$ cat config.mk
export PLATFORM = sky130hd
export DESIGN_NAME = sevenseg_env_display
export DESIGN_NICKNAME = d
export VERILOG_FILES = /design/src/rtl/sevenseg_env_display.sv
export SDC_FILE = /design/constraint.sdc
export NUM_CORES = 1
export LEC_CHECK = 0
export BUFFER_PORTS_ARGS = -buffer_cell sky130_fd_sc_hd__buf_4
export CAP_MARGIN = 25
export CORE_ASPECT_RATIO = 2
export CORE_UTILIZATION = 45
export CTS_CLUSTER_DIAMETER = 30
export CTS_CLUSTER_SIZE = 14
export DETAILED_ROUTE_END_ITERATION = 8
export PLACE_DENSITY_LB_ADDON = 0.15
export SETUP_SLACK_MARGIN = 0.15
export SLEW_MARGIN = 40
export SYNTH_ARGS = -nofsm -noshare
export SYNTH_HDL_FRONTEND = slang
export SYNTH_SLANG_ARGS = --single-unit
$ cat constraint.sdc
create_clock -name clk -period 5.49 [get_ports clk]
set_input_delay 0.549 -clock clk [delete_from_list [all_inputs] [get_ports clk]]
set_output_delay 0.549 -clock clk [all_outputs]
set_load 0.01 [all_outputs]
$ cat src/rtl/sevenseg_env_display.sv
// Eight-digit multiplexed seven-segment readout for temperature and humidity.
// Each value is converted to BCD by a sequential double-dabble engine before it is displayed.
module sevenseg_env_display #(
    parameter int REFRESH_DIV = 50000
) (
    input  logic        clk,
    input  logic        rst,
    input  logic        load,
    input  logic [15:0] temp_in,
    input  logic [15:0] hum_in,
    output logic        busy,
    output logic [6:0]  seg,
    output logic [7:0]  an
);
    localparam int CW = (REFRESH_DIV > 1) ? $clog2(REFRESH_DIV) : 1;
    localparam logic [6:0] SEG_BLANK = 7'b1111111;
    localparam logic [6:0] SEG_DASH  = 7'b0111111;
    localparam logic [6:0] SEG_C     = 7'b1000110;
    localparam logic [6:0] SEG_H     = 7'b0001001;

    typedef enum logic [1:0] {IDLE, SHIFT, COMMIT} state_t;

    state_t      state;
    logic [2:0]  iter;
    logic [19:0] t_sr, h_sr;          // {bcd[11:0], bin[7:0]}
    logic        t_ovf, h_ovf;
    logic        pend, p_tovf, p_hovf;
    logic [7:0]  p_t, p_h;
    logic [11:0] d_t, d_h;
    logic        d_tdash, d_hdash;
    logic [CW-1:0] rcnt;
    logic [2:0]  didx;

    logic        start_req, use_inputs, capture_pend;
    logic [7:0]  s_t, s_h;
    logic        s_tovf, s_hovf;
    logic [6:0]  seg_next;

    function automatic logic [19:0] dd_step(input logic [19:0] v);
        logic [19:0] a;
        a = v;
        if (a[19:16] >= 4'd5) a[19:16] = a[19:16] + 4'd3;
        if (a[15:12] >= 4'd5) a[15:12] = a[15:12] + 4'd3;
        if (a[11:8]  >= 4'd5) a[11:8]  = a[11:8]  + 4'd3;
        return {a[18:0], 1'b0};
    endfunction

    function automatic logic [6:0] digit_pat(input logic [3:0] n);
        case (n)
            4'd0: digit_pat = 7'b1000000;
            4'd1: digit_pat = 7'b1111001;
            4'd2: digit_pat = 7'b0100100;
            4'd3: digit_pat = 7'b0110000;
            4'd4: digit_pat = 7'b0011001;
            4'd5: digit_pat = 7'b0010010;
            4'd6: digit_pat = 7'b0000010;
            4'd7: digit_pat = 7'b1111000;
            4'd8: digit_pat = 7'b0000000;
            4'd9: digit_pat = 7'b0010000;
            default: digit_pat = SEG_DASH;
        endcase
    endfunction

    // pos 0 = units, 1 = tens, 2 = hundreds; leading zeros are blanked.
    function automatic logic [6:0] num_seg(input logic [11:0] bcd, input logic dash,
                                           input logic [1:0] pos);
        if (dash) return SEG_DASH;
        case (pos)
            2'd0: return digit_pat(bcd[3:0]);
            2'd1: return (bcd[11:4] == 8'd0) ? SEG_BLANK : digit_pat(bcd[7:4]);
            2'd2: return (bcd[11:8] == 4'd0) ? SEG_BLANK : digit_pat(bcd[11:8]);
            default: return SEG_BLANK;
        endcase
    endfunction

    always_comb begin
        start_req    = 1'b0;
        use_inputs   = 1'b0;
        capture_pend = load && (state != IDLE);
        case (state)
            IDLE: begin
                start_req  = load | pend;
                use_inputs = load;
            end
            COMMIT:  start_req = pend;
            default: start_req = 1'b0;
        endcase
        s_t    = use_inputs ? temp_in[7:0] : p_t;
        s_h    = use_inputs ? hum_in[7:0]  : p_h;
        s_tovf = use_inputs ? (temp_in[15:8] != 8'd0) : p_tovf;
        s_hovf = use_inputs ? (hum_in[15:8]  != 8'd0) : p_hovf;
    end

    always_ff @(posedge clk) begin
        if (rst) begin
            state   <= IDLE;
            busy    <= 1'b0;
            iter    <= 3'd0;
            t_sr    <= 20'd0;
            h_sr    <= 20'd0;
            t_ovf   <= 1'b0;
            h_ovf   <= 1'b0;
            pend    <= 1'b0;
            p_t     <= 8'd0;
            p_h     <= 8'd0;
            p_tovf  <= 1'b0;
            p_hovf  <= 1'b0;
            d_t     <= 12'd0;
            d_h     <= 12'd0;
            d_tdash <= 1'b1;
            d_hdash <= 1'b1;
        end else begin
            if (capture_pend) begin
                p_t    <= temp_in[7:0];
                p_h    <= hum_in[7:0];
                p_tovf <= temp_in[15:8] != 8'd0;
                p_hovf <= hum_in[15:8] != 8'd0;
                pend   <= 1'b1;
            end else if (start_req) begin
                pend <= 1'b0;
            end
            case (state)
                SHIFT: begin
                    t_sr <= dd_step(t_sr);
                    h_sr <= dd_step(h_sr);
                    iter <= iter + 3'd1;
                    if (iter == 3'd7) state <= COMMIT;
                end
                COMMIT: begin
                    d_t     <= t_sr[19:8];
                    d_h     <= h_sr[19:8];
                    d_tdash <= t_ovf;
                    d_hdash <= h_ovf;
                    state   <= IDLE;
                    busy    <= 1'b0;
                end
                default: ;
            endcase
            // Placed after the case so a restart out of COMMIT overrides its IDLE/busy update.
            if (start_req) begin
                t_sr  <= {12'd0, s_t};
                h_sr  <= {12'd0, s_h};
                t_ovf <= s_tovf;
                h_ovf <= s_hovf;
                iter  <= 3'd0;
                state <= SHIFT;
                busy  <= 1'b1;
            end
        end
    end

    always_comb begin
        case (didx)
            3'd0:                seg_next = SEG_C;
            3'd4:                seg_next = SEG_H;
            3'd1, 3'd2, 3'd3:    seg_next = num_seg(d_t, d_tdash, 2'(didx - 3'd1));
            default:             seg_next = num_seg(d_h, d_hdash, 2'(didx - 3'd5));
        endcase
    end

    always_ff @(posedge clk) begin
        if (rst) begin
            rcnt <= '0;
            didx <= 3'd0;
            an   <= 8'hFF;
            seg  <= 7'h7F;
        end else begin
            if (rcnt == CW'(REFRESH_DIV - 1)) begin
                rcnt <= '0;
                didx <= didx + 3'd1;
            end else begin
                rcnt <= rcnt + 1'b1;
            end
            an  <= ~(8'b1 << didx);
            seg <= seg_next;
        end
    end
endmodule

== Word-level counts from Yosys, hierarchy flattened ==
Memory sizes are Yosys's and may differ from the RTL's. A register that Yosys moved wholly into a read port is not among the register bits.
Cells that the tools add are included.

* Register bits: 127
* ROM bits: 672
* Memories kept: 6

{| class="wikitable"
|+ Memories
! memory !! words !! width !! read ports !! clocked after memory_dff !! wr ports !! RTL line !! source
|-
| (name not given) || 16 || 7 || 1 || 1 || 0 || 49 || <nowiki>case (n)</nowiki>
|-
| (name not given) || 16 || 7 || 1 || 1 || 0 || 49 ||
|-
| (name not given) || 16 || 7 || 1 || 1 || 0 || 49 ||
|-
| (name not given) || 16 || 7 || 1 || 1 || 0 || 49 ||
|-
| (name not given) || 16 || 7 || 1 || 1 || 0 || 49 ||
|-
| (name not given) || 16 || 7 || 1 || 1 || 0 || 49 ||
|}

* Add/subtract/negate cells: 11
* $lt $le $gt $ge: 6
* Equality and inequality tests: 14
* Shift operators: 1
* Mux-type cells: 50
* Bitwise gates (word level): 2
* Reduce and logical (&&, ||, !) cells: 23

{| class="wikitable"
|+ Operator list
! kind !! count
|-
| 4-bit 2-to-1 mux || 16
|-
| 7-bit case mux with 3 select lines || 3
|-
| 7-bit 2-to-1 mux || 8
|-
| 8-bit 2-to-1 mux || 6
|-
| 4-bit by 3-bit >= comparator with 1-bit output, second input constant || 6
|-
| 16-bit by 1-bit adder with 16-bit output, second input constant || 1
|-
| 4-bit by 2-bit adder with 4-bit output, second input constant || 4
|-
| 16-bit == test, second input constant || 1
|-
| 8-bit zero test || 2
|-
| 8-bit nonzero test || 2
|-
| 1-bit 2-to-1 mux || 12
|-
| 2-bit nonzero test || 5
|-
| 4-bit zero test || 2
|-
| 8-bit inverter || 1
|-
| 1-bit by 3-bit << shifter with 8-bit output, first input constant || 1
|-
| 3-bit by 1-bit adder with 3-bit output, second input constant || 2
|-
| 3-bit by 2-bit adder with 3-bit output, second input constant || 2
|-
| 2-bit by 1-bit == test with 1-bit output, second input constant || 3
|-
| 2-bit == test, second input constant || 3
|-
| 3-bit by 2-bit == test with 1-bit output, second input constant || 2
|-
| 3-bit == test, second input constant || 2
|-
| 2-bit zero test || 3
|-
| 3-bit 2-to-1 mux || 2
|-
| 5-bit OR reduction || 1
|-
| 14 further kinds || 17
|}

== Depth between registers and ports, before layout ==
* Depth after elaboration: 5
* Depth in mapped cells: 10
* Depth with buffers taken out: 8

== Worst setup path after synthesis ==
OpenSTA, ideal clock, no wires.

* Path type: register to register
* From: register state[0]
* To: register with a tool-made name
* Arrival: 1.909 ns
* Data required time: 5.416 ns
* Slack: 3.506 ns
* Stages on the path, launching flop included: 10
* Buffers on the path: 3
* Period minus slack after synthesis: 1.984 ns
* Cell sequence: dfxtp_1 buf_6 nand2b_4 buf_8 buf_8 mux2i_1 or2_1 ha_1 or3_1 a31oi_1

{| class="wikitable"
|+ RTL lines
! element !! RTL line !! source
|-
| start: declaration || 23 || <nowiki>state_t state;</nowiki>
|-
| start signal: assignment || 96 || <nowiki>state <= IDLE;</nowiki>
|-
| start signal: assignment || 127 || <nowiki>if (iter == 3'd7) state <= COMMIT;</nowiki>
|-
| start signal: assignment || 134 || <nowiki>state <= IDLE;</nowiki>
|}

==> run summary <==
Outcome: finished clean
Core area: 0.0174 mm2
Initial antenna violation count: 0
1st-iter DRT viols: 204
Worst Max-Slew Pin Slew: 0.686 ns
Final antenna-violating net count: 0
Multiplexer share of the synthesized area: 0.0547
Clock Latency Late Sink: 0.43 ns
Max H-tree Level: 4
Synth Area in Compound Gates: 0.144
Synth Area in Adders: 0.0824
Max Cap Viol: 0
Number of synthesized flops with an enable pin: 0
Startpoint types: flip-flop
Num rows: 68
Arrival time worst endpoint: 2.89 ns
Power Density: 291 mW/mm2
First-pass DRT Iterations: 4
Min Tclk post-route: 2.53 ns
RSZ-0062 raised after global routing: no
P&R area growth vs syn: 12.4%
VDD IR-drop max: 0.181 mV
DP Cell Count: 1153
HPWL after DPL: 13400 um
Critical Path Sink Type: flip-flop
Worst endpoint required time: 5.85 ns
Setup CP Type: reg -> reg
GP Congestion: 0.894
Layout cells sized above 1: 0.121
Slew Limit Fails: 0
Syn Nets: 1029
Die ar.: 0.0185 mm2
Mapped Avg Cell Area: 8.55 um2
DRC: 0
Nets: 1050
First-pass GRT wire length: 29700 um
Count of different cell masters after synthesis: 49
Post-Layout Cell Count: 1185
Worst R2R Start: state[0]
Register Area: 0.00338 mm2
Post-Synth Simple-Gate Area: 0.203
Antenna fix cells: 0
Total power: 0.00263 W
I/O pin total: 51
Number of global-route vias before repair: 6307
Xor/xnor cell area share of the yosys netlist: 0.0283
CTS tree: done
Starting Density: 0.464
Syn Inst Count: 941
Hold EP: p_t[3]
CTS buffer count: 17
GRT Util Overall: 0.211
Die width: 96.6 um
Post-CTS Setup Bufs: 0
HP Start: temp_in[3]
Clk root buf: clkbuf_16
CTS resizes: 0
Ys Warns: 0
Final hold violation count: 0
Fin Clk Skew: 0.00960 ns
Synth Cell Area: 0.00805 mm2
Reg2Reg Depth: 8
Critical Path Fanout Max: 29
Largest family of logic cells by synthesized area: simple AND/OR/NAND/NOR gates
Synth area leaders: dfxtp_1, ha_1, nand2_1
Hold path depth: 3
Register bit total from synthesis: 169
Fillers: 1658
Max_slew headroom: 0.543
Post-synth top area share: 0.420
Seq/Total Area, Yosys: 0.420
Largest net degree at the start of global routing: 51
LEAKAGE: 3.73 nW
Dominant synthesized flop cell: dfxtp_1
Setup slack, reg-to-reg: 2.96 ns
Asr flop ratio synth: 0
Vias after detailed routing: 6303
Fmax: 395 MHz
DR WL/cell: 15.4 um
Finished Cell Area: 0.00904 mm2
Post-DP Area: 0.00844 mm2
Hold crit path type: in -> reg
Number of port buffers: 50
Routed WL: 18200 um
Hold buffer count at cts: 0
Die Ht: 191 um
Gr ovfl total: 0
Clk sinks: 169
Multi-input gate area: 0.00415 mm2
Final setup fails: 0
CTS Buffer Depth: 2
Fin crit share: 0.461
Post-synth top area cell: dfxtp_1
Setup TNS: 0 ns
Clock slew at reported path FFs: 0.07 ns
Vias per cell: 5.32
## logic make-up after synthesis
| logic type | count (synthesis) |
|---|---|
| simple gates | 338 |
| compound gates | 207 |
| flops | 169 |
| buf+inv | 104 |
| fa+ha+maj | 53 |
| mux | 44 |
| xor+xnor | 26 |
## power by group
group	switching (W)	leakage, nW	total, W	internal, W
combinational	0.0000908	2.07	0.000146	0.0000555
clock	0.000523	0.292	0.00122	0.000694
sequential	0.0000160	1.37	0.00127	0.00125
total	0.000630	3.73	0.00263	0.00200
## cells in the final DEF (no fill, tap or decap), drive strengths merged, types with 2 or more instances in the layout
cell	count
nand2b	12
or3	9
xnor2	14
a211oi	9
o211ai	5
clkinv	9
ha	53
or2	20
nor3	13
bufinv	2
nand2	118
a21oi	86
buf	56
xor2	12
a31oi	8
a211o	2
mux2i	44
o21ai	78
and3	4
and2	8
dfxtp	169
nand4	16
nor2b	6
a22o	6
clkinvlp	2
nor2	96
inv	51
nand3	24
a311oi	10
clkbuf	18
nor4	9
## worst max-delay path, cell delays in order (launching register included)
cell and delay, ns:
dfxtp_1 0.51, nand2b_4 0.54, mux2i_1 0.17, nor2_1 0.43
inv_1 0.17, ha_1 0.25, o21ai_0 0.11, o21ai_0 0.12
a21oi_1 0.14
## area by class of cell
type                       instances  share of cell area
sequential                       169               0.374
multi-input combinational        668               0.458
tap                              210              0.0291
inverter                          50              0.0257
clock inverter                    14              0.0177
clock buffer                      18              0.0486
timing repair buffer              56              0.0465
## cell usage after synthesis, drive strengths merged, types with 2 or more instances
library cell	number
a211o	2
a211oi	9
a21oi	86
a22o	6
a311oi	10
a31oi	8
and2	8
and3	4
buf	22
clkbuf	32
clkinv	6
dfxtp	169
ha	53
inv	44
mux2i	44
nand2	118
nand2b	12
nand3	24
nand4	16
nor2	96
nor2b	6
nor3	13
nor4	9
o211ai	5
o21ai	78
or2	20
or3	9
xnor2	14
xor2	12
## worst max-delay path by stage
stage	startpoint	endpoint	slack [ns]	cells after the start
2_1_floorplan	state[0]	flip-flop	3.51	9
4_1_cts	state[0]	flip-flop	2.95	8
5_1_grt	state[0]	flip-flop	2.70	8
3_3_place_gp	rst	flip-flop	2.92	6
6_report	state[0]	flip-flop	2.96	8
3_5_place_dp	rst	flip-flop	2.91	6
## metrics by stage
stage,setup WS (ns),hold slack (ns),utilization
final,2.96,0.367,0.521
after global routing,2.70,0.368,0.521
after CTS,2.95,0.358,0.521
after detailed placement,2.91,0.447,0.486
after global placement,2.92,0.441,0.486
after floorplan,3.51,0.429,-
## metal layers
layer	global-route usage	up-vias	wire [um]
li1	-	3227	-
met2	0.402	106	10100
met1	0.193	2916	6600
met4	0.137	0	1040
met3	0.0386	54	477
met5	0	-	0
No activity file was read; power rests on OpenSTA's default activity.
